==> src/rtl/mips_pkg.sv <==
// Shared MIPS datapath definitions: register-file geometry and word/address types.
// Reused by the register file, ALU and control blocks.
package mips_pkg;

    localparam logic [4:0] REG_ZERO = 5'd0;
    localparam int         NUM_REGS = 32;

    typedef logic [31:0] word_t;
    typedef logic [4:0]  reg_addr_t;

endpackage

==> src/rtl/regfile_read_port.sv <==
// One combinational register-file read port: read mux, $zero force and an
// optional write-to-read bypass for the ALU operand ports.
module regfile_read_port
    import mips_pkg::*;
#(
    parameter int DW     = 32,
    parameter int AW     = 5,
    parameter bit BYPASS = 1'b1
) (
    input  logic [DW-1:0] mem [2**AW],
    input  logic          rst_n,
    input  logic          wr_en,
    input  logic [AW-1:0] wr_addr,
    input  logic [DW-1:0] wr_data,
    input  logic [AW-1:0] addr,
    output logic [DW-1:0] data
);

    logic [DW-1:0] stored;

    assign stored = (addr == AW'(REG_ZERO)) ? '0 : mem[addr];

    generate
        if (BYPASS) begin : g_bypass
            logic hit;
            // A nonzero wr_addr match already excludes $zero, so the bypass
            // stays a single 2:1 mux behind the read mux.
            assign hit  = rst_n && wr_en && (wr_addr != AW'(REG_ZERO)) && (addr == wr_addr);
            assign data = hit ? wr_data : stored;
        end else begin : g_plain
            logic unused_wr;
            assign unused_wr = ^{rst_n, wr_en, wr_addr, wr_data};
            assign data      = stored;
        end
    endgenerate

endmodule

==> src/rtl/register_file.sv <==
// 32 x 32 MIPS general-purpose register file: storage array and write logic,
// with two bypassed operand read ports and one stored-state debug port.
module register_file
    import mips_pkg::*;
#(
    parameter int DW = 32,
    parameter int AW = 5
) (
    input  logic          clk_i,
    input  logic          rst_n_i,
    input  logic [AW-1:0] rs_addr_i,
    input  logic [AW-1:0] rt_addr_i,
    output logic [DW-1:0] data1_out,
    output logic [DW-1:0] data2_out,
    input  logic          RegWrite_i,
    input  logic [AW-1:0] wr_addr_i,
    input  logic [DW-1:0] wr_data_i,
    input  logic [AW-1:0] dbg_addr_i,
    output logic [DW-1:0] dbg_data_o
);

    localparam int DEPTH = 2**AW;

    logic [DW-1:0] mem [DEPTH];

    // Word 0 is never written, so it holds its reset value of zero forever.
    always_ff @(posedge clk_i or negedge rst_n_i) begin
        if (!rst_n_i) begin
            for (int i = 0; i < DEPTH; i++) begin
                mem[i] <= '0;
            end
        end else if (RegWrite_i && (wr_addr_i != AW'(REG_ZERO))) begin
            mem[wr_addr_i] <= wr_data_i;
        end
    end

    regfile_read_port #(.DW(DW), .AW(AW), .BYPASS(1'b1)) u_port1 (
        .mem     (mem),
        .rst_n   (rst_n_i),
        .wr_en   (RegWrite_i),
        .wr_addr (wr_addr_i),
        .wr_data (wr_data_i),
        .addr    (rs_addr_i),
        .data    (data1_out)
    );

    regfile_read_port #(.DW(DW), .AW(AW), .BYPASS(1'b1)) u_port2 (
        .mem     (mem),
        .rst_n   (rst_n_i),
        .wr_en   (RegWrite_i),
        .wr_addr (wr_addr_i),
        .wr_data (wr_data_i),
        .addr    (rt_addr_i),
        .data    (data2_out)
    );

    regfile_read_port #(.DW(DW), .AW(AW), .BYPASS(1'b0)) u_dbg (
        .mem     (mem),
        .rst_n   (rst_n_i),
        .wr_en   (RegWrite_i),
        .wr_addr (wr_addr_i),
        .wr_data (wr_data_i),
        .addr    (dbg_addr_i),
        .data    (dbg_data_o)
    );

endmodule

==> config.mk <==
export PLATFORM = sky130hd
export DESIGN_NAME = register_file
export DESIGN_NICKNAME = d
export VERILOG_FILES = /design/src/rtl/mips_pkg.sv /design/src/rtl/regfile_read_port.sv /design/src/rtl/register_file.sv
export SDC_FILE = /design/constraint.sdc
export NUM_CORES = 2
export LEC_CHECK = 0
export CAP_MARGIN = 5
export CORE_ASPECT_RATIO = 0.5
export CORE_UTILIZATION = 57
export CTS_CLUSTER_DIAMETER = 50
export CTS_CLUSTER_SIZE = 20
export DETAILED_ROUTE_END_ITERATION = 16
export GPL_ROUTABILITY_DRIVEN = 0
export PLACE_DENSITY = 0.74
export SLEW_MARGIN = 25
export SYNTH_ARGS = -nofsm -noshare
export SYNTH_HDL_FRONTEND = slang
export SYNTH_HIERARCHICAL = 1
export SYNTH_SLANG_ARGS = --single-unit
==> constraint.sdc <==
create_clock -name clk_i -period 5.65 [get_ports clk_i]
set_input_delay 0.565 -clock clk_i [delete_from_list [all_inputs] [get_ports clk_i]]
set_output_delay 0.565 -clock clk_i [all_outputs]
set_load 0.005 [all_outputs]
# ---- After elaboration in Yosys (flattened, before gate mapping)
# Index checks and enable logic that the tools add are counted.
# Widths: inputs -> output; s select.
dict set report word_totals {
  word_cells 70
  regBits 1024
}
dict set report classes {
  n_eq_ne 2
  bitwise 4
  muxes 17
  reduce_logical 10
  magnitude_cmp 5
}
# cell count
set ops {}
lappend ops {{$bwmux 1024} 1}
lappend ops {{$bmux 32 s5} 3}
lappend ops {{$mux 32} 12}
lappend ops {{$demux 32 s5} 1}
lappend ops {{$ge 6x6->1 const B} 4}
lappend ops {{$not 5->6} 4}
lappend ops {{$logic_not 5->1} 3}
lappend ops {{$eq 5x5->1} 2}
lappend ops {{$logic_and 1x1->1} 6}
lappend ops {{$lt 6x1->1 const B} 1}
lappend ops {{$reduce_bool 5->1} 1}

# ---- Longest topological paths before layout
dict set report depth {
  ltp_word 6
  ltp_mapped 9
  ltp_nobuf 5
}

# ---- Modules after synthesis
# The synthesis kept the hierarchy.
# module cells_each instances seq_area_each_um2 area_each_um2
set by_module_without_submodules {}
lappend by_module_without_submodules {register_file 2287 1 25624.6 38072.8}
lappend by_module_without_submodules {{regfile_read_port (u_port1 ...)} 929 2 0.0 8772.2}
lappend by_module_without_submodules {{regfile_read_port (u_dbg)} 664 1 0.0 8368.0}

# ---- Worst setup path after synthesis
# No wires, ideal clock.
dict set report synth_path {
  kind {input to output}
  from {input port rs_addr_i[0]}
  to {output port data1_out[1]}
  path_buffers 3
  path_stages 7
  arrival_time_ns 2.134
  slack_ns 2.951
  required_time_ns 5.085
  path_cell_list {buf_4 > buf_6 > buf_2 > mux4_2 > o22ai_1 > nor2_1 > a32o_1}
}
dict set report synth_via {
  elab_chain_len 6
  elab_cells_between_ends 9
}
# element line_no
set synth_lines {}
lappend synth_lines {{start: declaration} register_file.sv:11} ;# input logic [AW-1:0] rs_addr_i,
lappend synth_lines {{$not 5->6 (implied by the code)} regfile_read_port.sv:21} ;# assign stored = (addr == AW'(REG_ZERO)) ? '0 : mem[addr];
lappend synth_lines {{$bmux 32 s5} regfile_read_port.sv:21}
lappend synth_lines {{$mux 32 (implied by the code) (2 in series)} regfile_read_port.sv:21}
lappend synth_lines {{$mux 32} regfile_read_port.sv:21}
lappend synth_lines {{$mux 32 (*)} regfile_read_port.sv:29} ;# assign data = hit ? wr_data : stored;
lappend synth_lines {{end: declaration} register_file.sv:13} ;# output logic [DW-1:0] data1_out,
# Mark *: on every way between the ends. The rest lies on a longest branch, timed or not. The select of a mux whose other input is x is not followed.

# ---- Worst setup path after layout
dict set report layout_path {
  from {input port rt_addr_i[4]}
  to {output port data2_out[18]}
}
dict set report layout_via {
  elab_chain_len 6
  elab_cells_between_ends 9
}
# element line_no
set layout_lines {}
lappend layout_lines {{start: declaration} register_file.sv:12} ;# input logic [AW-1:0] rt_addr_i,
lappend layout_lines {{$not 5->6 (implied by the code)} regfile_read_port.sv:21}
lappend layout_lines {{$bmux 32 s5} regfile_read_port.sv:21}
lappend layout_lines {{$mux 32 (implied by the code) (2 in series)} regfile_read_port.sv:21}
lappend layout_lines {{$mux 32} regfile_read_port.sv:21}
lappend layout_lines {{$mux 32 (*)} regfile_read_port.sv:29}
lappend layout_lines {{end: declaration} register_file.sv:14} ;# output logic [DW-1:0] data2_out,
# Marks and branches as above.

==> impl_results.md <==
* CP Class: input port to output port
* Largest stage delay, worst path at 880 ps
* Data arrival time of the critical path at 4890 ps
* YS warnings at 6
* Largest register by flop count: mem
* Die area at 114,000 um2
* Crit path buf inv count at 4
* Clock Tree Buf Depth at 3
* Post-Syn Instances at 4,809
* # rows at 86
* Syn nets at 4,864
* Reg-to-Reg Start: mem[244]
* Starting density of the core at 0.578
* Port Buf Inserts at 150
* Worst hold path class: register to register
* Top FF cell, synth: dfrtp_1
* Slew Limit Headroom at 0.201
* Root Buffer: clkbuf_16
* Worst skew pair latency at 700 ps
* Critical Path Start: rt_addr_i[4]
* Top cells by count, synth: mux2_2, dfrtp_1, mux2i_1
* Synth unique cells at 50
* Fillers at 8,143
* IO Pins at 151
* Pre-CTS setup slack at 587 ps
* Max Cap Viol at 0
* Post-route DRC at 0
* Pwr/cell area at 320 nW/um2
* Post-synth ARST share at 1.00
* Final-stage net count at 4,726
* Syn Area/Cell at 13.3 um2
* Die Y-Extent at 239 um
* Static Leakage at 29.7 nW
* Period utilisation layout at 0.966
* Core Util, Final at 0.627
* Die width at 476 um
* Routed wirelength normalized by instance count at 38.6 um
* Worst Setup Slack, final at 191 ps
* Worst Path Required at 5090 ps
* Largest net degree at the start of global routing at 185
* Slew @ Worst Pin at 1200 ps
* Routed via count at 48,900
* Slowest cell on the critical path: a21oi_4
* Total CTS buffers at 77
* Top-area cell type share of the netlist area at 0.400
* Hpwl dp at 147 mm
* Clock skew at 0 ps
* CTS tree: yes
* CP Capture Type: output port
* Vias in the first global route at 47,800
* CTS sink cnt at 1,024
* CP Cell Sequence: buf_4 -> buf_4 -> nor2_1 -> a21oi_1 -> nor3_2 -> a21oi_4 -> buf_4 -> a32o_1 -> clkdlybuf4s50_1
* Most used cell, CP: buf_4
* Clk slew on worst S/H paths at 80 ps
* RSZ-0062 raised after global routing: no
* Tot GR Track Use at 0.424
* Max Fclk at 183 MHz
* Min Hold Slack at 422 ps
* Maximum vdd drop at 0.253 mV
* Final ANT Viol Nets at 0
* Final hold viol count at 0
* DR pass1 iterations at 6
* Detailed-route vias per instance at 7.86
* Initial DRC count at 8,034
* Remaining Overflow, GRT at 0
* Top cells by area, synth: dfrtp_1, mux2_2, mux4_2
* Initial antenna violation count at 9
* Slew Viols, Final at 0
* Hold Crit Start: mem[1015]
* Fin Setup TNS at 0 ps
* First-pass GRT wire length at 344 mm
* EDFF count, synth at 0
* Final wirelength at 240 mm
* Worst Path Max Fanout at 45
* Area Overhead vs Synth at 8.45%
* Count leader, synth: mux2_2
* Netlist Area Pre-Place at 64,000 um2
* Core ar. at 111,000 um2
* CP startpoint kind: input port
* Leading registers by flop count: mem: 1024 flops
* Outcome: completed
* Post-synth top area cell: dfrtp_1
* Max FFs per register at 1,024
* Layout cells sized above 1 at 0.411
* Min Tclk post-route at 5460 ps
* Post-synthesis sequential area ratio at 0.400
* Worst path top cell family by delay: buffers and inverters
* #FFs+latches synth at 1,024
* Final setup fails at 0
* H-tree Lvls at 3
cell type report:
| class | count | area [um2] | share of cell area |
|---|---|---|---|
| Multi-Input combinational cell | 3224 | 35900 | 0.517 |
| Sequential cell | 1024 | 25600 | 0.369 |
| Timing Repair Buffer | 343 | 3460 | 0.0498 |
| Clock buffer | 89 | 2080 | 0.0299 |
| Tap cell | 1496 | 1870 | 0.0270 |
| Clock inverter | 43 | 488 | 0.00703 |
| Antenna cell | 7 | 17.5 | 0.000252 |
| Inverter | 1 | 5.00 | 0.0000721 |
power breakdown:
group / internal [mW] / total, mW / switching [mW]
clock: 2.89 / 5.94 / 3.06
sequential: 8.71 / 10.1 / 1.43
combinational: 3.32 / 6.13 / 2.81
total: 14.9 / 22.2 / 7.30
placed cells by master, fill, tap and decap left out, types with 7 or more instances in the layout:
cell,netlist,routed
a21oi_1,102,100
a22oi_1,226,226
diode_2,0,7
nor2b_1,45,38
buf_4,34,151
o21ai_1,55,55
o22ai_1,62,62
clkbuf_16,0,81
buf_8,1,13
mux2_2,1043,1043
o2111ai_1,8,8
a41oi_1,12,12
inv_8,0,8
inv_6,0,14
nand3_1,80,76
clkdlybuf4s50_1,0,121
dfrtp_1,1024,1024
a211oi_1,36,36
a311oi_1,30,27
buf_12,0,35
mux2i_1,606,606
a221oi_1,24,24
mux2_1,15,15
nor2_1,84,68
o211ai_1,16,16
nor2_4,2,17
xnor2_1,8,8
a32o_1,64,64
buf_2,235,17
o21ai_0,12,12
nand4_1,17,17
mux4_2,480,480
nand2_1,156,145
nor2b_4,0,8
final timing paths:
path | cells past startpoint | endpoint | slack (ps)
max | 9 | data2_out[18] | 190
min | 0 | mem[1015] | 420
max reg2reg | 1 | mem[244] | 4800
min reg2reg | 0 | mem[1015] | 420
max in group asynchronous | 5 | mem[999] | 2790
min in group asynchronous | 2 | mem[57] | 430
routing by layer:
metal  GRT usage  vias to the layer above  wire length, um
li1            -                    18500                -
met1       0.555                    25100            85800
met2       0.574                     4254            96800
met3       0.204                     1080            41400
met4       0.233                       14            16000
met5           0                        -              219
cells by family after synthesis:
group,Yosys count,share of synthesized area
AOI/OAI and AO/OA,650,0.0726
xor gates and xnor gates,8,0.00110
buffers and inverters,561,0.0446
DFF,1024,0.400
muxes,2144,0.450
and+or+nand+nor,422,0.0313
what timing repair did:
action                    CTS  global route
buffers inserted            0             0
resized for setup           0             0
hold buffers                1             0
hold endpoints to repair   89             0
per-stage QoR:
step                      std cells  total power, mW  cell area (um2)
after global placement         6078             15.8            66600
after floorplan                4809             14.0            64000
after detailed placement       6082             16.1            66700
after CTS                      6215             22.0            69300
after global routing           6220             22.9            69400
final                          6227             22.2            69400
Power figures use the tool's default switching activity.
